File: config.mk
export PLATFORM = sky130hd
export DESIGN_NAME = alu_issue
export DESIGN_NICKNAME = d
export VERILOG_FILES = /design/src/rtl/alu_issue.sv
export SDC_FILE = /design/constraint.sdc
export NUM_CORES = 1
export LEC_CHECK = 0
export CORE_MARGIN = 8
export CORE_UTILIZATION = 37
export DETAILED_ROUTE_END_ITERATION = 8
export GPL_TIMING_DRIVEN = 1
export PLACE_DENSITY_LB_ADDON = 0.05
export SLEW_MARGIN = 15
export SYNTH_ARGS = -nofsm -noshare
export SYNTH_HDL_FRONTEND = slang
export SYNTH_SLANG_ARGS = --single-unit
File: constraint.sdc
create_clock -name clk -period 4 [get_ports clk]
set_input_delay 0.8 -clock clk [delete_from_list [all_inputs] [get_ports clk]]
set_output_delay 0.8 -clock clk [all_outputs]
set_load 0.01 [all_outputs]
File: src/rtl/alu_issue.sv
// Issue/decode front end for a combinational RV32 ALU: decodes ADD/AND/SLL/XOR (R and I forms),
// drives the ALU from registers, and hands back a registered result on a valid/ready pair.
module alu_issue #(
    parameter int DATA_W = 32,
    parameter int CNT_W  = 16
) (
    input  logic              clk,
    input  logic              rst,
    input  logic              in_valid,
    output logic              in_ready,
    input  logic [31:0]       instr,
    input  logic [DATA_W-1:0] rs1_val,
    input  logic [DATA_W-1:0] rs2_val,
    output logic [DATA_W-1:0] alu_in0,
    output logic [DATA_W-1:0] alu_in1,
    output logic [2:0]        alu_sel,
    input  logic [DATA_W-1:0] alu_out,
    input  logic              alu_zero,
    output logic              res_valid,
    input  logic              res_ready,
    output logic [DATA_W-1:0] res_data,
    output logic              res_zero,
    output logic [4:0]        res_rd,
    output logic              res_illegal,
    output logic [CNT_W-1:0]  retired_cnt
);
    // Selector encodings of the alu's add/and/sll/xor operations
    localparam logic [2:0] SEL_ADD = 3'd0;
    localparam logic [2:0] SEL_AND = 3'd1;
    localparam logic [2:0] SEL_SLL = 3'd2;
    localparam logic [2:0] SEL_XOR = 3'd3;

    typedef enum logic [1:0] {IDLE, EXEC, DONE} state_t;

    state_t state, state_nxt;
    logic   accept, handoff;
    logic   rd_ill;
    logic [4:0] rd_q;

    logic [6:0] opcode, funct7;
    logic [2:0] funct3;
    logic [DATA_W-1:0] dec_in0, dec_in1;
    logic [2:0] dec_sel;
    logic       dec_ill;

    assign opcode = instr[6:0];
    assign funct3 = instr[14:12];
    assign funct7 = instr[31:25];

    assign accept  = in_valid & in_ready;
    assign handoff = res_valid & res_ready;

    // Illegal ops feed add(0,0) so the ALU sees a harmless, known operation
    always_comb begin
        dec_in0 = '0;
        dec_in1 = '0;
        dec_sel = SEL_ADD;
        dec_ill = 1'b1;
        case (funct3)
            3'b000:  dec_sel = SEL_ADD;
            3'b111:  dec_sel = SEL_AND;
            3'b001:  dec_sel = SEL_SLL;
            3'b100:  dec_sel = SEL_XOR;
            default: dec_sel = SEL_ADD;
        endcase
        if (funct3 == 3'b000 || funct3 == 3'b111 || funct3 == 3'b001 || funct3 == 3'b100) begin
            if (opcode == 7'b0110011 && funct7 == 7'd0) begin
                dec_ill = 1'b0;
                dec_in1 = rs2_val;
            end else if (opcode == 7'b0010011) begin
                if (funct3 == 3'b001) begin
                    dec_ill = (funct7 != 7'd0);
                    dec_in1 = {{(DATA_W-5){1'b0}}, instr[24:20]};
                end else begin
                    dec_ill = 1'b0;
                    dec_in1 = {{(DATA_W-12){instr[31]}}, instr[31:20]};
                end
            end
        end
        if (dec_ill) begin
            dec_in1 = '0;
            dec_sel = SEL_ADD;
        end else begin
            dec_in0 = rs1_val;
        end
    end

    always_ff @(posedge clk or posedge rst) begin
        if (rst) state <= IDLE;
        else     state <= state_nxt;
    end

    always_comb begin
        state_nxt = state;
        case (state)
            IDLE:    if (accept) state_nxt = EXEC;
            EXEC:    state_nxt = DONE;
            DONE:    if (res_ready) state_nxt = in_valid ? EXEC : IDLE;
            default: state_nxt = IDLE;
        endcase
    end

    always_comb begin
        in_ready  = (state == IDLE) || (state == DONE && res_ready);
        res_valid = (state == DONE);
    end

    always_ff @(posedge clk or posedge rst) begin
        if (rst) begin
            alu_in0     <= '0;
            alu_in1     <= '0;
            alu_sel     <= SEL_ADD;
            rd_q        <= '0;
            rd_ill      <= 1'b0;
            res_data    <= '0;
            res_zero    <= 1'b0;
            res_rd      <= '0;
            res_illegal <= 1'b0;
            retired_cnt <= '0;
        end else begin
            if (accept) begin
                alu_in0 <= dec_in0;
                alu_in1 <= dec_in1;
                alu_sel <= dec_sel;
                rd_q    <= instr[11:7];
                rd_ill  <= dec_ill;
            end
            if (state == EXEC) begin
                res_data    <= rd_ill ? '0 : alu_out;
                res_zero    <= rd_ill ? 1'b0 : alu_zero;
                res_rd      <= rd_q;
                res_illegal <= rd_ill;
            end
            if (handoff && !res_illegal)
                retired_cnt <= retired_cnt + 1'b1;
        end
    end
endmodule

* Word level (Yosys, flattened, before mapping)
Cells that the tools add are included.
Storage, ports and cells: bits in registers 130, output and inout port bits 124, word-level logic and storage cells 54
Cells by class: add/subtract/negate cells 1, eq/ne operators 9, muxes and demuxes 18, bitwise logic cells 2, reduce and logical (&&, ||, !) cells 13
Operators with widths (count):
- two-way mux 32 bit | 7
- adder 16 x 1 -> 16 bit, second input constant | 1
- case mux 2 bit (3 select lines) | 2
- == test 7 x 5 -> 1 bit, second input constant | 1
- == test 7 x 6 -> 1 bit, second input constant | 1
- zero test 7 bit | 1
- nonzero test 7 bit | 1
- == test 3 bit, second input constant | 2
- two-way mux 1 bit | 6
- logical OR 1 bit | 4
- two-way mux 2 bit | 2
- == test 3 x 1 -> 1 bit, second input constant | 1
- logical AND 1 bit | 3
- zero test 3 bit | 1
- two-way mux 3 bit | 1
- AND 1 bit | 2
- == test 2 x 1 -> 1 bit, second input constant | 1
- == test 2 bit, second input constant | 1
- zero test 2 bit | 1
- inequality test 2 x 1 -> 1 bit, second input constant | 1
- inequality test 2 bit, second input constant | 1
- AND reduction 2 bit | 1
- zero test 1 bit | 1

* Longest topological paths before layout
depth after elaboration 6, depth in mapped cells 7, mapped depth without buffers 5

* Worst setup path before layout
No wires, ideal clock.
kind input to register, start point input port instr[28], end point register alu_in0[0], library setup time 0.065 ns, data arrival time 2.135 ns, required time 3.935 ns, setup slack 1.799 ns, stages 6, cells stage by stage or4_4 -> o22ai_2 -> and4_4 -> buf_6 -> buf_8 -> a22o_1
Between the ends: cells in the longest elaborated chain, start to end 6, elaborated cells between the ends (all ways) 8, those cells by class mux: 5; reduce/logical: 3
RTL lines:
- start: declaration | line 11 | input logic [31:0] instr,
- nonzero test 7 bit | line 72 | dec_ill = (funct7 != 7'd0);
- two-way mux 1 bit | line 71 | if (funct3 == 3'b001) begin
- two-way mux 1 bit | line 70 | end else if (opcode == 7'b0010011) begin
- two-way mux 1 bit * | line 67 | if (opcode == 7'b0110011 && funct7 == 7'd0) begin
- two-way mux 1 bit * | line 66 | if (funct3 == 3'b000 || funct3 == 3'b111 || funct3 == 3'b001 || funct3 == 3'b100) begin
- two-way mux 32 bit * | line 80 | if (dec_ill) begin
- end signal: assignment | line 122 | alu_in0 <= dec_in0;
- end: declaration | line 14 | output logic [DATA_W-1:0] alu_in0,
Every way passes the cells marked *; elsewhere a longest branch is shown, timed or not. A chain may end at the register's enable or synchronous reset.

* Final worst setup path
start point input port res_ready, end point output port in_ready
Between the ends: cells in the longest elaborated chain, start to end 2
RTL lines:
- start: declaration | line 20 | input logic res_ready,
- logical AND 1 bit | line 104 | in_ready = (state == IDLE) || (state == DONE && res_ready);
- logical OR 1 bit | line 104
- end: declaration | line 10 | output logic in_ready,
No other way between the ends.

==> results.json <==
{
  "crit_chain": "clkdlybuf4s50_1, nand2b_1, nor2b_1, clkdlybuf4s50_1",
  "post_dp_cell_area_um2": 8070,
  "rsz0062_at_grt": "no",
  "n_fill_cell": 1220,
  "p_per_area_nw_per_um2": 385,
  "cts_sinks": 129,
  "ys_types": 43,
  "ys_seq_area_frac": 0.594,
  "worstMarginPinSlew_ns": 0.983,
  "grt_pass1_vias": 4884,
  "synthFlopType": "dfrtp_1",
  "portBuffers": 250,
  "ys_ff_latch": 129,
  "cap_violations": 0,
  "vias": 4753,
  "htree_levels": 4,
  "arrival_ns": 2.21,
  "synth-edff-count": 0,
  "layout.nets": 902,
  "overflow": 0,
  "vdd_drop_max_mv": 0.290,
  "cp.required_ns": 3.20,
  "slew_violations": 0,
  "grt_max_degree": 84,
  "crit_top_cell": "clkdlybuf4s50_1",
  "async_flop_share": 1.00,
  "finalHoldViolations": 0,
  "yosys_warnings": 0,
  "gp_congestion": 0.805,
  "stdcell_area_um2": 8620,
  "clk_latency_ns": 0.40,
  "drive_gt1_frac": 0.0666,
  "coreArea_um2": 14400,
  "period_minus_slack_ns": 3.01,
  "synth_fa_ha_area_frac": 0.00230,
  "final_common_cell": "clkdlybuf4s50_1",
  "relSlewSlack": 0.341,
  "synthXorXnorAreaFrac": 0.0290,
  "synth-compound-area-share": 0.160,
  "criticalPathCategory": "in2out",
  "p_total_w": 0.00332,
  "fin_util": 0.598,
  "worst_hold_slack_ns": 0.471,
  "cts_tree": "done",
  "status": "completed",
  "die_w_um": 137,
  "drtIter0Drc": 206,
  "synth_cells": 529,
  "worstSetupEndpointType": "output port",
  "grt_antenna_before_repair": 0,
  "synth.mux.area_fraction": 0.0104,
  "start_kind": "input pin",
  "critPathBufInv": 2,
  "synthSimpleGateAreaFrac": 0.166,
  "synth_area_leaders": "dfrtp_1 (59%), nand2_1 (8.3%), a22o_1 (6.8%), o21ai_0 (5.7%), nand3_1 (2.5%)",
  "mostFrequentLayoutCells": "clkdlybuf4s50_1 (250), dfrtp_1 (129), nand2_1 (119)",
  "finalCritPeriodShare": 0.752,
  "die_area_um2": 18800,
  "grt_pass1_wl_um": 25800,
  "tns_ns": 0,
  "hpwlAfterDp_um": 12100,
  "rows": 44,
  "synth_top_family_by_area": "simple AND/OR/NAND/NOR gates",
  "cp_top_family": "buffers and inverters",
  "post_cts_buffers": 0,
  "hp-class": "reg2reg",
  "synth.top_cell.area_share": 0.594,
  "die_y_um": 137,
  "clock.fmax_ghz": 0.332,
  "pin_count": 257,
  "netlist_area_um2": 5440,
  "syn_area_per_cell_um2": 10.3,
  "syn2layout_area_growth_pct": 58.7,
  "leakage_nw": 3.61,
  "wirelength_um": 16500,
  "hold_buffers": 0,
  "track_usage": 0.177,
  "cts_buffers": 17,
  "cts_resized": 0,
  "route.detailed.drc": 0,
  "clk_path_buf_depth": 2,
  "yosys.area.top_type": "dfrtp_1",
  "fin_worst_skew_ns": 0.00515,
  "critPathMaxStageDelay_ns": 0.56,
  "viasPerCell": 4.93,
  "syn-num-nets": 663,
  "num_antenna_cells": 0,
  "path_max_fanout": 3,
  "cts-root-buf": "clkbuf_16",
  "cp_slowest_cell": "clkdlybuf4s50_1",
  "path_clk_slew_ns": 0.05,
  "drtAntennaViolNets": 0,
  "start_util": 0.377,
  "wl_per_cell_um": 17.1,
  "dr.pass1.iters": 5,
  "setup_viol": 0
}
-- area by class of cell --
cell class	count	area (µm²)	share of cell area
well taps	184	230	0.0267
clock inverters	4	22.5	0.00261
flip-flops and latches	129	3230	0.374
inverters	5	22.5	0.00261
clock buffers	28	527	0.0611
repair buffers	258	2570	0.299
multi-input cells	357	2020	0.234
-- sequential cells by signal, summed over array words and instances (netlist names) --
name         flops
alu_in0         32
alu_in1         32
res_data        32
retired_cnt     16
rd_q             5
res_rd           5
alu_sel          2
state            2
rd_ill           1
res_illegal      1
res_zero         1
-- through the flow --
| step | cells | worst slack [ns] |
|---|---|---|
| global route | 965 | 0.952 |
| CTS | 965 | 1.01 |
| detailed placement | 933 | 0.882 |
| finish | 965 | 0.990 |
| global placement | 933 | 0.910 |
| floorplan | 529 | 1.60 |
-- layer usage --
| layer | vias to the layer above | track usage | wire, µm |
|---|---|---|---|
| met4 | 0 | 0.0712 | 369 |
| met1 | 2248 | 0.216 | 6740 |
| met2 | 174 | 0.266 | 7520 |
| met5 | - | 0 | 0 |
| met3 | 25 | 0.0813 | 1860 |
| li1 | 2306 | - | - |
-- worst paths after layout --
kind                                 startpoint                           to  slack [ns]  depth (start not counted)
max                                   res_ready                     in_ready        0.99                          4
min                         rd_q[0]$_DFFE_PP0P_          rd_q[0]$_DFFE_PP0P_        0.47                          2
max reg2reg                state[0]$_DFFE_PP0P_  retired_cnt[10]$_DFFE_PP0P_        1.94                          4
min reg2reg                 rd_q[0]$_DFFE_PP0P_          rd_q[0]$_DFFE_PP0P_        0.47                          2
max in group asynchronous                   rst      alu_in0[20]$_DFFE_PP0P_        2.62                          3
min in group asynchronous                   rst      res_data[1]$_DFFE_PP0N_        0.90                          3
-- cells in the mapped netlist, types with 2 or more instances --
cell and count:
buf_2 4, and3b_1 2, clkbuf_1 24, nor3b_1 2
nor2b_1 3, nand2_1 120, buf_1 5, o21ai_0 62
a21oi_1 22, nand2b_1 3, and3_1 3, mux2_2 5
xnor2_1 15, inv_1 3, a22o_1 42, a32oi_1 6
dfrtp_1 129, xor2_1 3, nand3_1 27, buf_6 3
nand4_1 4, nor2_1 21
-- report_power, final --
group | switching (W) | internal [W] | leakage (nW)
Clock | 0.000521 | 0.000888 | 0.270
Combinational | 0.000223 | 0.000265 | 1.57
Sequential | 0.0000484 | 0.00137 | 1.77
-- worst reg2reg max path: cells and delay by family, from the launching register on --
kind             cells  cell delay (ns)
flip-flops           1             0.45
XOR/XNOR             1             0.17
AND/OR/NAND/NOR      3             1.34
-- cells by family (layout without fill, tap and decap cells) --
logic type                 Yosys count  in the layout
buffers and inverters               43            295
muxes                                5              5
other                                1              1
xor gates and xnor gates            18             18
DFF                                129            129
AOI/OAI and AO/OA                  135            135
adders and majority gates            1              1
and+or+nand+nor                    197            197
(Power assumes the default switching activity.)
